--- config.mk ---
export PLATFORM = sky130hd
export DESIGN_NAME = instruction_fetch
export DESIGN_NICKNAME = d
export VERILOG_FILES = /design/src/rtl/instruction_fetch.sv
export SDC_FILE = /design/constraint.sdc
export NUM_CORES = 1
export LEC_CHECK = 0
export BUFFER_PORTS_ARGS = -buffer_cell sky130_fd_sc_hd__buf_4
export CAP_MARGIN = 40
export CELL_PAD_IN_SITES_DETAIL_PLACEMENT = 1
export CELL_PAD_IN_SITES_GLOBAL_PLACEMENT = 2
export CORE_ASPECT_RATIO = 1.2
export CORE_MARGIN = 2
export CORE_UTILIZATION = 26
export DETAILED_ROUTE_END_ITERATION = 16
export PLACE_DENSITY = 0.91
export SLEW_MARGIN = 0
export SYNTH_ARGS = -nofsm -noshare
export SYNTH_HDL_FRONTEND = slang
export SYNTH_SLANG_ARGS = --single-unit
--- constraint.sdc ---
create_clock -name clock -period 2.6 [get_ports clock]
set_input_delay 0.52 -clock clock [delete_from_list [all_inputs] [get_ports clock]]
set_output_delay 0.52 -clock clock [all_outputs]
set_load 0.01 [all_outputs]
--- src/rtl/instruction_fetch.sv ---
// Two-word instruction fetch sequencer: owns the PC, fetches inst1/inst2 pairs and
// applies jump/halt/pause results. Define IFETCH_RETIRE_CNT_EN to build the retire counter.
module instruction_fetch #(
    parameter int unsigned ADDR_W = 8
) (
    input  logic              clock,
    input  logic              reset,
    output logic              imem_rd,
    output logic [ADDR_W-1:0] imem_addr,
    input  logic [15:0]       imem_data,
    output logic [15:0]       inst1,
    output logic [15:0]       inst2,
    output logic              inst_valid,
    input  logic              inst_ready,
    input  logic              jump,
    input  logic [ADDR_W-1:0] jump_target,
    input  logic              halt,
    input  logic              button_pause,
    input  logic              button_continue,
    output logic              paused,
    output logic              halted,
    output logic [ADDR_W-1:0] pc,
    output logic [15:0]       retired_count
);

    localparam int unsigned WORD_W = 16;

    typedef enum logic [2:0] {
        FETCH_A,
        FETCH_B,
        CAPTURE,
        EXEC,
        PAUSE,
        HALT
    } state_e;

    state_e              state_q, state_d;
    logic [ADDR_W-1:0]   pc_q, pc_d;
    logic [WORD_W-1:0]   inst1_q, inst1_d;
    logic [WORD_W-1:0]   inst2_q, inst2_d;
    logic                pause_done_q, pause_done_d;
    logic                cont_q, cont_d;

    always_ff @(posedge clock) begin
        if (!reset) begin
            state_q      <= FETCH_A;
            pc_q         <= '0;
            inst1_q      <= '0;
            inst2_q      <= '0;
            pause_done_q <= 1'b0;
            cont_q       <= 1'b0;
        end else begin
            state_q      <= state_d;
            pc_q         <= pc_d;
            inst1_q      <= inst1_d;
            inst2_q      <= inst2_d;
            pause_done_q <= pause_done_d;
            cont_q       <= cont_d;
        end
    end

    // Next-state, datapath updates and state-decoded outputs
    always_comb begin
        state_d      = state_q;
        pc_d         = pc_q;
        inst1_d      = inst1_q;
        inst2_d      = inst2_q;
        pause_done_d = pause_done_q;
        cont_d       = button_continue;
        imem_rd      = 1'b0;
        imem_addr    = pc_q;
        inst_valid   = 1'b0;
        paused       = 1'b0;
        halted       = 1'b0;

        case (state_q)
            FETCH_A: begin
                imem_rd = 1'b1;
                state_d = FETCH_B;
            end
            FETCH_B: begin
                imem_rd   = 1'b1;
                imem_addr = pc_q + ADDR_W'(1);
                inst1_d   = imem_data;
                state_d   = CAPTURE;
            end
            CAPTURE: begin
                inst2_d = imem_data;
                state_d = EXEC;
            end
            EXEC: begin
                inst_valid = 1'b1;
                if (halt) begin
                    state_d = HALT;
                end else if (button_pause && !pause_done_q) begin
                    state_d = PAUSE;
                end else if (inst_ready) begin
                    state_d      = FETCH_A;
                    pause_done_d = 1'b0;
                    pc_d         = jump ? jump_target : pc_q + ADDR_W'(2);
                end
            end
            PAUSE: begin
                paused = 1'b1;
                // Only a fresh low-to-high operator press releases the pause
                if (button_continue && !cont_q) begin
                    pause_done_d = 1'b1;
                    state_d      = EXEC;
                end
            end
            HALT: begin
                halted = 1'b1;
            end
            default: begin
                state_d = FETCH_A;
            end
        endcase
    end

    assign pc    = pc_q;
    assign inst1 = inst1_q;
    assign inst2 = inst2_q;

`ifdef IFETCH_RETIRE_CNT_EN
    logic              consume_c;
    logic [WORD_W-1:0] retired_q, retired_d;

    // EXEC leaves for FETCH_A only when the instruction is consumed
    assign consume_c = (state_q == EXEC) && (state_d == FETCH_A);

    always_comb begin
        retired_d = retired_q;
        if (consume_c && (retired_q != '1)) begin
            retired_d = retired_q + WORD_W'(1);
        end
    end

    always_ff @(posedge clock) begin
        if (!reset) begin
            retired_q <= '0;
        end else begin
            retired_q <= retired_d;
        end
    end

    assign retired_count = retired_q;
`else
    assign retired_count = '0;
`endif

endmodule

; ---- After elaboration in Yosys (flattened, before gate mapping)
; Index checks and enable logic that the tools add are counted.
; Widths: inputs -> output; s select.
[word_totals]
rom_bits = 0
n_memories = 0
output_inout_bits = 68
register_bits = 45
ramBits = 0
latchBits = 0
[op_classes]
n_reduce_logical = 10
mul = 0
n_addsub = 2
n_bitwise = 3
mux = 16
shift = 0
n_div = 0
eq_ne = 10
order_cmp = 0
[ops]
columns = cell, count
row1 = $pmux 3 s6, 1
row2 = $mux 8, 2
row3 = $mux 3, 4
row4 = $add 8x1->8 const B, 1
row5 = $add 8x2->8 const B, 1
row6 = $mux 1, 8
row7 = $ne 2x2->1 const B, 4
row8 = $eq 3x2->1 const B, 2
row9 = $eq 3x3->1 const B, 2
row10 = $reduce_and 5->1, 1
row11 = $ne 4x4->1 const B, 1
row12 = $reduce_and 4->1, 1
row13 = $eq 3x1->1 const B, 1
row14 = $logic_not 3->1, 1
row15 = $not 1->1, 3
row16 = $reduce_and 3->1, 1
row17 = $logic_and 1x1->1, 2
row18 = $logic_not 1->1, 2
row19 = $pmux 1 s2, 1
row20 = $reduce_bool 2->1, 1
row21 = $reduce_or 2->1, 1

; ---- Longest topological paths before layout
; Gate-level depths: netlist of the first run.
[depth]
depth_word = 5
mapped_depth = 6
mapped_depth_nobuf = 5

; ---- Worst setup path after synthesis of the first run
; OpenSTA, ideal clock, no wires.
[synth_timing]
kind = register -> output
start = register state_q[0]
end = output port imem_addr[5]
setup_slack_ns = 0.585
path_stages_with_launch = 6
n_path_buf = 2
arrival_ns = 1.495
path_cell_list = dfxtp_1 > buf_4 > nor3b_1 > clkbuf_1 > nand3_1 > xnor2_1
[synth_via]
elab_chain_len = 2
[synth_lines]
columns = item, line_no
row1 = "start, declared", 37  ; state_e state_q, state_d;
row2 = "start signal, assigned", 53  ; state_q <= state_d;
row3 = $eq 3x1->1, 76  ; case (state_q)
row4 = $mux 8, 76
row5 = "end, declared", 9  ; output logic [ADDR_W-1:0] imem_addr,
; Every way passes these cells.

; ---- Final worst setup path of the first run
[layout_timing]
start = register state_q[0]
end = output port imem_addr[3]
; The elaborated chain is that of the path after synthesis.

==> out/results.md, run 1 <==
| Stage | Metric | This run |
|:---|:---|:---|
| routing | DRC viols | 0 |
| placement | Half-perimeter wire length after detailed placement | 4.49 mm |
| power and ir drop | Max VDD drop | 0.212 mV |
| routing | Drt first pass iters | 4 |
| critical path | Kind of capture point of the worst setup path | primary output |
| grt | Global-route wire length before repair | 9.64 mm |
| grt | Initial antenna violation count | 0 |
| grt | Most used routing layer | met2 |
| critical path | Crit path top cell by count | sky130_fd_sc_hd__buf_4 |
| critical path | Delay-heaviest family, CP | flip-flops |
| grt | Largest net degree at the start of global routing | 40 |
| timing | Total of endpoints with negative setup slack in the final report | 0 |
| clock tree | Level count of the clock H-tree | 2 |
| timing | Slew Limit Headroom | 58.0% |
| grt | Total routing resource utilization after global routing | 13.6% |
| placement | RD Place Congestion | 0.803 |
| timing | Max-slew violations | 0 |
| final layout | Filler instances | 1005 |
| synthesis | Number of enable-type register cells in the synthesized netlist | 0 |
| clock tree | TritonCTS buffer count | 5 |
| clock tree | Setup repair bufs after CTS | 0 |
| synthesis | Dominant register cell in the synthesized netlist | sky130_fd_sc_hd__dfxtp_1 |
| synthesis | Sequential area share after synthesis | 42.7% |
| final layout | Signed area change from the synthesized netlist to the final layout | 35.1% |
| routing | Total length of routed wires | 6.03 mm |
| floorplanning | Std cell rows | 36 |
| floorplanning | Chip Height | 103 um |
| floorplanning | Std-Cell Core Area | 0.00802 mm2 |
| critical path | Count of buffering cells on the critical path with inverters included | 2 |
| run status | Status | finished, final reports clean |
| clock tree | Sink Count | 45 |
| critical path | Slowest cell on the critical path | sky130_fd_sc_hd__dfxtp_1 |
| critical path | Type of the setup path with the least slack | flop to primary output |
| routing | Routed vias/inst | 4.59 |
| final layout | Most frequent standard cell in the layout excluding fill and tap cells | sky130_fd_sc_hd__buf_4 |
| placement | Total of buffers placed on input and output ports | 82 |
| grt | Met3 track demand over resource in global routing | 3.68% |
| timing | Setup skew after layout | 0.00309 ns |
| synthesis | Library cells used by synthesis | 41 |
| clock tree | CTS tree | built |
| timing | Min Clock Period, post-route | 2.35 ns |
| grt | Total congestion overflow after global routing | 0 |
| hold path | Class of the tightest hold or removal check | input port to flop |
| floorplanning | Die boundary width | 86.3 um |
| clock tree | Resize count post-CTS | 0 |
| floorplanning | Starting utilization of the core area | 26.3% |
| routing | Average wire length per cell after detail routing | 13.5 um |
| timing | Achievable frequency | 0.425 GHz |
| critical path | Critical Path Start Type | flop |
| synthesis | Number of standard cells after synthesis | 277 |
| synthesis | Synthesis warning total | 0 |
| synthesis | Async set-or-reset flop fraction in the synthesized netlist | 0% |
| routing | Number of nets still failing antenna checks after routing | 0 |
| routing | Count of routing violations after the opening detailed-route iteration | 27 |
| synthesis | Netlist area before placement | 0.00211 mm2 |
| power and ir drop | Cell leakage power | 1.26 nW |
| clock tree | Clock latency on the worst-skew pair | 0.30 ns |
| grt | Global routing usage on met1 | 17.0% |
| timing | Unrepaired setup endpoints after global routing | no |
| routing | Number of vias after detailed routing | 2053 |
| grt | Number of global-route vias before repair | 1995 |
| clock tree | Maximum clock insertion buffer count | 2 |
| critical path | Critical path cell sequence | nor3b_2 -> buf_4 -> nand3_1 -> xnor2_1 -> buf_4 |
| critical path | Stage delay of the slowest cell on the critical path | 0.53 ns |
| timing | Final hold violations | 0 |
| power and ir drop | Total power draw | 0.00176 W |
| clock tree | Reg clk slew, reported paths | 0.09 ns |
| power and ir drop | Power per Cell Area | 618 mW/mm2 |
| clock tree | CTS Hold Buffers Added | 0 |
| final layout | Number of nets in the layout | 384 |
| floorplanning | Die Area | 0.00886 mm2 |
| clock tree | CTS root buf | sky130_fd_sc_hd__clkbuf_8 |
| timing | Post-route fraction of the period consumed by the critical path | 90.4% |
| timing | Fin Setup TNS | 0 ns |
| final layout | Antenna cell count | 0 |
| grt | GR Layer Usage met2 | 23.6% |
| critical path | Required @ worst endpoint | 2.08 ns |
| synthesis | Mean instance size in the synthesized netlist | 7.62 um2 |
| floorplanning | IO Count | 99 |
| critical path | Arrival @ worst endpoint | 1.83 ns |
| synthesis | Number of storage elements in the synthesis netlist | 45 |
| timing | Slew @ Worst Pin | 0.626 ns |
| critical path | Critical Path Fanout Max | 22 |
| flow run | Number of max-cap violations | 0 |
| final layout | Fraction of final layout cells with drive strength greater than 1 | 28.4% |
| final layout | Commonest cells after routing, fill and taps aside | sky130_fd_sc_hd__buf_4, sky130_fd_sc_hd__nand2_1, sky130_fd_sc_hd__dfxtp_1 |
==> state kept, by name (all words and copies together), names as in the netlist <==
name	flops
state_q	3
inst2	16
pause_done_q	1
inst1	16
cont_q	1
pc	8
==> area by class of cell <==
| class | instances | area, um2 | share of cell area [%] |
|---|---|---|---|
| Inverter | 4 | 15.0 | 0.526 |
| Timing Repair Buffer | 86 | 646 | 22.6 |
| Multi-Input combinational cell | 209 | 1050 | 36.9 |
| Clock buffer | 6 | 82.6 | 2.89 |
| Sequential cell | 45 | 901 | 31.6 |
| Clock inverter | 2 | 37.5 | 1.32 |
| Tap cell | 95 | 119 | 4.16 |
==> cells by family after synthesis <==
group / Yosys count / share of synthesized area (%)
compound gates: 61 / 15.8
xor+xnor: 8 / 3.32
fa+ha+maj: 2 / 1.18
buf+inv: 38 / 10.4
flops: 45 / 42.7
mux: 1 / 0.474
other cells: 1 / 0.178
simple gates: 121 / 26.1
==> routing by layer <==
| metal | routed length (um) | part of all wire, % |
|---|---|---|
| met2 | 3010 | 50 |
| met5 | 0 | 0 |
| met1 | 2620 | 43 |
| met4 | 24 | 0.40 |
| met3 | 369 | 6.1 |
==> worst register-to-register path, stage by stage (launching register included) <==
cell	delay, ns
sky130_fd_sc_hd__dfxtp_1	0.55
sky130_fd_sc_hd__nand3b_4	0.16
sky130_fd_sc_hd__or3_1	0.53
sky130_fd_sc_hd__or3_1	0.35
sky130_fd_sc_hd__a31oi_1	0.15
==> worst paths after layout <==
kind / startpoint / end / slack (ns) / cells past startpoint
max reg2reg: state_q[1] / pc[1] / 0.79 / 4
min reg2reg: inst2[14] / inst2[14] / 0.46 / 2
max: state_q[0] / imem_addr[3] / 0.25 / 5
min: button_continue / cont_q / 0.44 / 2
==> cell usage after synthesis, types with 2 or more instances <==
library cell	number	share of area (%)
sky130_fd_sc_hd__nand3_1	7	1.7
sky130_fd_sc_hd__nor2_1	9	1.6
sky130_fd_sc_hd__o21ai_0	11	2.6
sky130_fd_sc_hd__xnor2_1	6	2.5
sky130_fd_sc_hd__inv_1	4	0.71
sky130_fd_sc_hd__or3b_2	2	0.83
sky130_fd_sc_hd__xor2_1	2	0.83
sky130_fd_sc_hd__buf_4	18	6.4
sky130_fd_sc_hd__nand2b_1	3	0.89
sky130_fd_sc_hd__nand2_1	83	15
sky130_fd_sc_hd__a31oi_1	3	0.89
sky130_fd_sc_hd__nor4_1	2	0.59
sky130_fd_sc_hd__or3_1	2	0.59
sky130_fd_sc_hd__nor3_1	2	0.47
sky130_fd_sc_hd__ha_1	2	1.2
sky130_fd_sc_hd__dfxtp_1	45	43
sky130_fd_sc_hd__a21oi_1	38	9.0
sky130_fd_sc_hd__clkbuf_1	14	2.5
sky130_fd_sc_hd__o21a_1	2	0.71
==> per-stage QoR <==
stage	area, um2	setup slack, ns	hold slack (ns)	util [%]	std cells
floorplan	2170	0.585	0.481	-	292
global placement	2730	0.576	0.445	34.1	439
detailed placement	2730	0.521	0.451	34.1	439
CTS	2850	0.184	0.430	35.6	447
global route	2850	0.0231	0.445	35.6	447
finish	2850	0.250	0.438	35.6	447
==> report_power, final <==
group	internal, W	leakage, nW	total, W	switching [W]
combinational	0.000183	0.839	0.000405	0.000222
clock	0.000313	0.0574	0.000560	0.000247
sequential	0.000750	0.367	0.000800	0.0000500
total	0.00125	1.26	0.00176	0.000519
No activity file was read; power rests on OpenSTA's default activity.
==> run 2: changes to the inputs <==
- PLACE_DENSITY: 0.91 -> not set
- PLACE_DENSITY_LB_ADDON: not set -> 0.1
==> run 2 against run 1 <==
Register-to-register slack about the same. Total power increased by 0.55%. Count of clock-buffer cells in the layout unchanged. Combinational power increased by 1%. Clock power increased by 1%. Die area unchanged. Hold slack got worse by 0.0044 ns. Flip-flop and latch count unchanged. Cell area increased by 0.53%. Worst setup slack got worse by 0.018 ns. Largest power group unchanged.
==> out/results.md, run 2 (synthesized netlist as in run 1, its figures left out) <==
| Stage | Metric | This run | Change |
|:---|:---|:---|:---|
| run status | Status | finished, final reports clean |  |
| hold path | Critical hold path startpoint | button_continue |  |
| final layout | Most frequent standard cell in the layout excluding fill and tap cells | sky130_fd_sc_hd__buf_4 |  |
| placement | Cell area after placement | 0.00275 mm2 | +0.55% |
| critical path | Arrival @ worst endpoint | 1.85 ns | +0.02 ns |
| grt | Global-route wire length before repair | 9.99 mm | +3.7% |
| power and ir drop | Internal power component | 0.00125 W | about the same |
| routing | Drt first pass iters | 3 | -1 |
| clock tree | Setup repair bufs after CTS | 0 | unchanged |
| final layout | Commonest cells after routing, fill and taps aside | sky130_fd_sc_hd__buf_4, sky130_fd_sc_hd__nand2_1, sky130_fd_sc_hd__dfxtp_1 |  |
| critical path | Kind of capture point of the worst setup path | primary output |  |
| placement | Setup slack at placement | 0.537 ns | +0.0160 ns |
| timing | Post-route fraction of the period consumed by the critical path | 91.1% | +0.70 points |
| timing | Unrepaired setup endpoints after global routing | no |  |
| floorplanning | Starting utilization of the core area | 26.3% | unchanged |
| critical path | Required @ worst endpoint | 2.08 ns | about the same |
| power and ir drop | Power per Cell Area | 619 mW/mm2 | about the same |
| final layout | Antenna cell count | 0 | unchanged |
| timing | Setup skew after layout | 0.00241 ns | -0.000682 ns |
| floorplanning | Std-Cell Core Area | 0.00802 mm2 | unchanged |
| clock tree | CTS tree | built |  |
| timing | Achievable frequency | 0.422 GHz | -0.77% |
| timing | Slew Limit Headroom | 56.9% | -1.2 points |
| critical path | Critical Path Fanout Max | 22 | unchanged |
| clock tree | Level count of the clock H-tree | 2 | unchanged |
| final layout | Fraction of final layout cells with drive strength greater than 1 | 28.8% | +0.40 points |
| power and ir drop | Clock network fraction of total power | 31.9% | +0.2 points |
| routing | Total length of routed wires | 6.32 mm | +4.9% |
| timing | Total of endpoints with negative setup slack in the final report | 0 | unchanged |
| clock tree | TritonCTS buffer count | 5 | unchanged |
| grt | Total routing resource utilization after global routing | 14.5% | +0.88 points |
| clock tree | Clock latency on the worst-skew pair | 0.30 ns | about the same |
| routing | Average wire length per cell after detail routing | 14.1 um | +4.4% |
| routing | Number of nets still failing antenna checks after routing | 0 | unchanged |
| critical path | Type of the setup path with the least slack | flop to primary output |  |
| timing | Min Clock Period, post-route | 2.37 ns | +0.0182 ns |
| clock tree | Resize count post-CTS | 0 | unchanged |
| floorplanning | Std cell rows | 36 | unchanged |
| floorplanning | Chip Height | 103 um | unchanged |
| final layout | Number of nets in the layout | 386 | +0.52% |
| power and ir drop | Reg power frac | 45.0% | -0.3 points |
| timing | Final hold violations | 0 | unchanged |
| clock tree | Reg clk slew, reported paths | 0.09 ns | about the same |
| placement | RD Place Congestion | 0.784 | -2.3% |
| final layout | Signed area change from the synthesized netlist to the final layout | 35.8% |  |
| routing | Routed vias/inst | 4.58 | -0.25% |
| floorplanning | Die Area | 0.00886 mm2 | unchanged |
| routing | Number of vias after detailed routing | 2057 | +0.19% |
| critical path | Beginning of the worst register-to-register path | state_q[1] |  |
| power and ir drop | Combinational fraction of design power | 23.1% | +0.2 points |
| floorplanning | IO Count | 99 | unchanged |
| hold path | Class of the tightest hold or removal check | input port to flop |  |
| grt | Number of global-route vias before repair | 2009 | +0.70% |
| clock tree | Maximum clock insertion buffer count | 2 | unchanged |
| timing | Max-slew violations | 0 | unchanged |
| routing | Count of routing violations after the opening detailed-route iteration | 35 | +30% |
| power and ir drop | Power dissipated by switching net loads | 0.000528 W | +1.7% |
| grt | Initial antenna violation count | 0 | unchanged |
| critical path | Setup crit start | state_q[0] |  |
| grt | Largest net degree at the start of global routing | 40 | unchanged |
| clock tree | Sink Count | 45 | unchanged |
| critical path | Critical Path Start Type | flop |  |
| power and ir drop | Max VDD drop | 0.221 mV | +4.5% |
| grt | Total congestion overflow after global routing | 0 | unchanged |
| placement | Total of buffers placed on input and output ports | 82 | unchanged |
| final layout | Post-route cell area | 0.00287 mm2 | +0.53% |
| timing | Fin Setup TNS | 0 ns | unchanged |
| power and ir drop | Cell leakage power | 1.27 nW | +0.86% |
| flow run | Number of max-cap violations | 0 | unchanged |
| clock tree | CTS root buf | sky130_fd_sc_hd__clkbuf_8 |  |
| floorplanning | Die boundary width | 86.3 um | unchanged |
| timing | Setup slack of the critical path after layout | 0.231 ns | -0.0182 ns |
| final layout | Fraction of the core area covered by cells at the end of the flow | 35.8% | +0.19 points |
| placement | Half-perimeter wire length after detailed placement | 4.57 mm | +1.8% |
| routing | DRC viols | 0 | unchanged |
| clock tree | CTS Hold Buffers Added | 0 | unchanged |
| timing | Slew @ Worst Pin | 0.644 ns | +0.0176 ns |
| power and ir drop | Net switching fraction of the power | 29.8% | +0.35 points |
| final layout | Filler instances | 1006 | +0.10% |
==> run 2: critical path, cell delays in order (launching register included) <==
cell	delay, ns
sky130_fd_sc_hd__dfxtp_1	0.52
sky130_fd_sc_hd__nor3b_2	0.27
sky130_fd_sc_hd__buf_4	0.31
sky130_fd_sc_hd__nand3_1	0.13
sky130_fd_sc_hd__xnor2_1	0.17
sky130_fd_sc_hd__buf_4	0.14
==> run 2: path summary, 6_finish.rpt <==
check                       to  cells past startpoint  slack, ns
hold reg to reg      inst2[15]                      2       0.46
hold / removal          cont_q                      2       0.43
setup / recovery  imem_addr[5]                      5       0.23
setup reg to reg         pc[1]                      4       0.78
==> run 2: power by group through the flow <==
| stage | Sequential, W | Combinational [W] | Clock, W |
|---|---|---|---|
| floorplan | 0.000818 | 0.000235 | 0 |
| global placement | 0.000813 | 0.000419 | 0 |
| detailed placement | 0.000815 | 0.000422 | 0 |
| CTS | 0.000799 | 0.000423 | 0.000596 |
| global route | 0.000808 | 0.000466 | 0.000616 |
| finish | 0.000798 | 0.000411 | 0.000566 |
==> run 2: per-stage QoR <==
stage / hold slack, ns / std cells / power [W]
3_3_place_gp: 0.442 / 441 / 0.00123
5_1_grt: 0.429 / 449 / 0.00189
3_5_place_dp: 0.449 / 441 / 0.00124
2_1_floorplan: 0.481 / 292 / 0.00105
6_report: 0.434 / 449 / 0.00177
4_1_cts: 0.422 / 449 / 0.00182
==> run 2: routing by layer <==
| layer | track usage [%] | part of all wire, % | vias up |
|---|---|---|---|
| met5 | 0 | 0 | - |
| met4 | 5.17 | 1.4 | 0 |
| met3 | 3.20 | 4.8 | 6 |
| met2 | 25.9 | 50 | 56 |
| met1 | 17.1 | 44 | 957 |
| li1 | - | - | 1038 |
==> run 2: area by class of cell <==
cell class / instances / area (um2) / share of cell area (%)
clock buffer: 6 / 82.6 / 2.88
timing repair buffer: 88 / 661 / 23.0
tap: 95 / 119 / 4.14
multi-input combinational: 209 / 1050 / 36.7
inverter: 4 / 15.0 / 0.523
sequential: 45 / 901 / 31.4
clock inverter: 2 / 37.5 / 1.31
==> run 3: changes to the inputs <==
- CELL_PAD_IN_SITES_DETAIL_PLACEMENT: 1 -> not set
- CELL_PAD_IN_SITES_GLOBAL_PLACEMENT: 2 -> not set
- CORE_UTILIZATION: 26 -> 47
- PLACE_DENSITY: not set -> 0.81
- PLACE_DENSITY_LB_ADDON: 0.1 -> not set
==> run 3 against run 2 <==
Register-to-register slack improved by 0.05 ns. Sequential share of layout area increased by 1.2 points. Hold slack better by 0.021 ns.
==> out/results.md, run 3 (synthesized netlist as in run 1, its figures left out) <==
| Stage | Metric | This run | Change |
|:---|:---|:---|:---|
| final layout | Number of nets in the layout | 385 | -0.26% |
| timing | Max-slew violations | 0 | unchanged |
| timing | Slew @ Worst Pin | 0.572 ns | -0.0713 ns |
| grt | Largest net degree at the start of global routing | 26 | -35% |
| clock tree | Clock latency on the worst-skew pair | 0.29 ns | about the same |
| placement | Cell area after placement | 0.00269 mm2 | -2.0% |
| routing | Routed vias/inst | 5.01 | +9.3% |
| timing | Slew Limit Headroom | 61.6% | +4.8 points |
| critical path | Arrival @ worst endpoint | 1.73 ns | -0.12 ns |
| floorplanning | Die Area | 0.00505 mm2 | -43% |
| clock tree | Maximum clock insertion buffer count | 2 | unchanged |
| grt | Global-route wire length before repair | 8.00 mm | -20% |
| timing | Fin Setup TNS | 0 ns | unchanged |
| hold path | Class of the tightest hold or removal check | input port to flop |  |
| clock tree | CTS root buf | sky130_fd_sc_hd__clkbuf_8 |  |
| placement | RD Place Congestion | 0.829 | +5.7% |
| routing | Count of routing violations after the opening detailed-route iteration | 97 | +180% |
| clock tree | CTS Hold Buffers Added | 0 | unchanged |
| final layout | Post-route cell area | 0.00277 mm2 | -3.6% |
| power and ir drop | Power per Cell Area | 576 mW/mm2 | -6.9% |
| floorplanning | Starting utilization of the core area | 49.2% | +23 points |
| floorplanning | Std-Cell Core Area | 0.00429 mm2 | -46% |
| placement | Half-perimeter wire length after detailed placement | 3.71 mm | -19% |
| hold path | Critical hold path startpoint | button_continue |  |
| floorplanning | IO Count | 99 | unchanged |
| floorplanning | Std cell rows | 26 | -28% |
| hold path | Hold worst-path end | cont_q |  |
| critical path | Required @ worst endpoint | 2.08 ns | about the same |
| routing | Drt first pass iters | 4 | +1 |
| timing | Setup skew after layout | 0.00526 ns | +0.00285 ns |
| run status | Status | finished, final reports clean |  |
| timing | Total of endpoints with negative setup slack in the final report | 0 | unchanged |
| clock tree | Sink Count | 45 | unchanged |
| critical path | Type of the setup path with the least slack | flop to primary output |  |
| critical path | Critical Path Start Type | flop |  |
| final layout | Signed area change from the synthesized netlist to the final layout | 31.0% |  |
| placement | Total of buffers placed on input and output ports | 82 | unchanged |
| routing | Total length of routed wires | 5.03 mm | -20% |
| routing | Number of vias after detailed routing | 2038 | -0.92% |
| critical path | Kind of capture point of the worst setup path | primary output |  |
| floorplanning | Die boundary width | 65.2 um | -24% |
| clock tree | Resize count post-CTS | 0 | unchanged |
| critical path | Critical Path Fanout Max | 9 | -59% |
| floorplanning | Chip Height | 77.4 um | -25% |
| grt | Initial antenna violation count | 0 | unchanged |
| clock tree | Setup repair bufs after CTS | 0 | unchanged |
| flow run | Number of max-cap violations | 0 | unchanged |
| clock tree | Level count of the clock H-tree | 2 | unchanged |
| routing | Average wire length per cell after detail routing | 12.4 um | -12% |
| final layout | Fraction of final layout cells with drive strength greater than 1 | 28.2% | -0.61 points |
| critical path | Reg2Reg Depth | 4 | unchanged |
| clock tree | TritonCTS buffer count | 5 | unchanged |
| final layout | Filler instances | 397 | -61% |
| clock tree | CTS tree | built |  |
| grt | Number of global-route vias before repair | 1869 | -7.0% |
| timing | Unrepaired setup endpoints after global routing | no |  |
| routing | Number of nets still failing antenna checks after routing | 0 | unchanged |
| grt | Total routing resource utilization after global routing | 19.5% | +5.0 points |
| critical path | Slack of the worst reg-to-reg path | 0.83 ns | +0.05 ns |
| clock tree | Reg clk slew, reported paths | 0.07 ns | -0.02 ns |
| final layout | Commonest cells after routing, fill and taps aside | sky130_fd_sc_hd__buf_4, sky130_fd_sc_hd__nand2_1, sky130_fd_sc_hd__dfxtp_1 |  |
| timing | Min Clock Period, post-route | 2.25 ns | -0.115 ns |
| timing | Final hold violations | 0 | unchanged |
| power and ir drop | Max VDD drop | 0.280 mV | +26% |
| final layout | Most frequent standard cell in the layout excluding fill and tap cells | sky130_fd_sc_hd__buf_4 |  |
| power and ir drop | Cell leakage power | 1.25 nW | -1.8% |
| timing | Achievable frequency | 0.444 GHz | +5.1% |
| routing | DRC viols | 0 | unchanged |
| final layout | Antenna cell count | 0 | unchanged |
| critical path | Beginning of the worst register-to-register path | state_q[1] |  |
| critical path | Worst reg2reg endpoint | pc[1] |  |
| timing | Post-route fraction of the period consumed by the critical path | 86.7% | -4.4 points |
| grt | Total congestion overflow after global routing | 0 | unchanged |
| hold path | Worst hold path stage count | 2 | unchanged |
==> run 3: changes by cell type in the layout (fill, tap and decap cells not counted) <==
cell and delta:
sky130_fd_sc_hd__clkbuf_8 -1, sky130_fd_sc_hd__clkinvlp_4 -1, sky130_fd_sc_hd__bufinv_16 -1, sky130_fd_sc_hd__clkinv_2 +1, sky130_fd_sc_hd__buf_4 -1
==> run 3: final cells by class <==
type	count	area, um2	share of cell area (%)
multi-input combinational	209	1050	38.1
sequential	45	901	32.6
timing repair buffer	87	653	23.6
tap	56	70.1	2.53
clock buffer	5	68.8	2.49
inverter	4	15.0	0.543
clock inverter	1	5.00	0.181
==> run 3: per-stage QoR <==
step | utilization, % | hold slack, ns | std cells | power (W) | worst slack (ns)
after floorplan | - | 0.481 | 292 | 0.00105 | 0.585
after global placement | 62.7 | 0.443 | 401 | 0.00121 | 0.672
final | 64.4 | 0.454 | 407 | 0.00159 | 0.347
after detailed placement | 62.7 | 0.450 | 401 | 0.00122 | 0.667
after CTS | 64.4 | 0.453 | 407 | 0.00160 | 0.337
after global routing | 64.4 | 0.472 | 407 | 0.00167 | 0.167
==> run 3: worst max-delay path by stage <==
stage | slack [ns] | endpoint | startpoint
floorplan | 0.58 | imem_addr[5] | state_q[0]
finish | 0.35 | imem_addr[6] | state_q[0]
detailed placement | 0.67 | imem_addr[6] | state_q[0]
CTS | 0.34 | imem_addr[6] | state_q[0]
global route | 0.17 | imem_addr[6] | state_q[0]
global placement | 0.67 | imem_addr[6] | state_q[0]
==> run 3: routing by layer <==
layer | global-route usage, % | part of all wire (%) | vias up
li1 | - | - | 1033
met1 | 21.1 | 39 | 923
met2 | 37.4 | 53 | 77
met3 | 4.20 | 6.8 | 5
met4 | 4.79 | 0.93 | 0
met5 | 0 | 0 | -
==> run 3: worst max-delay path: stages (launching register included) <==
cell and delay, ns:
sky130_fd_sc_hd__dfxtp_1 0.52, sky130_fd_sc_hd__nor3b_2 0.30, sky130_fd_sc_hd__nand4_1 0.18, sky130_fd_sc_hd__nor2_1 0.17
sky130_fd_sc_hd__xor2_1 0.15, sky130_fd_sc_hd__buf_4 0.13
==> run 3: report_power, final <==
group | internal [W] | switching [W] | leakage (nW) | total (W)
Clock | 0.000177 | 0.000212 | 0.0399 | 0.000389
Sequential | 0.000750 | 0.0000483 | 0.367 | 0.000799
Combinational | 0.000187 | 0.000219 | 0.844 | 0.000405
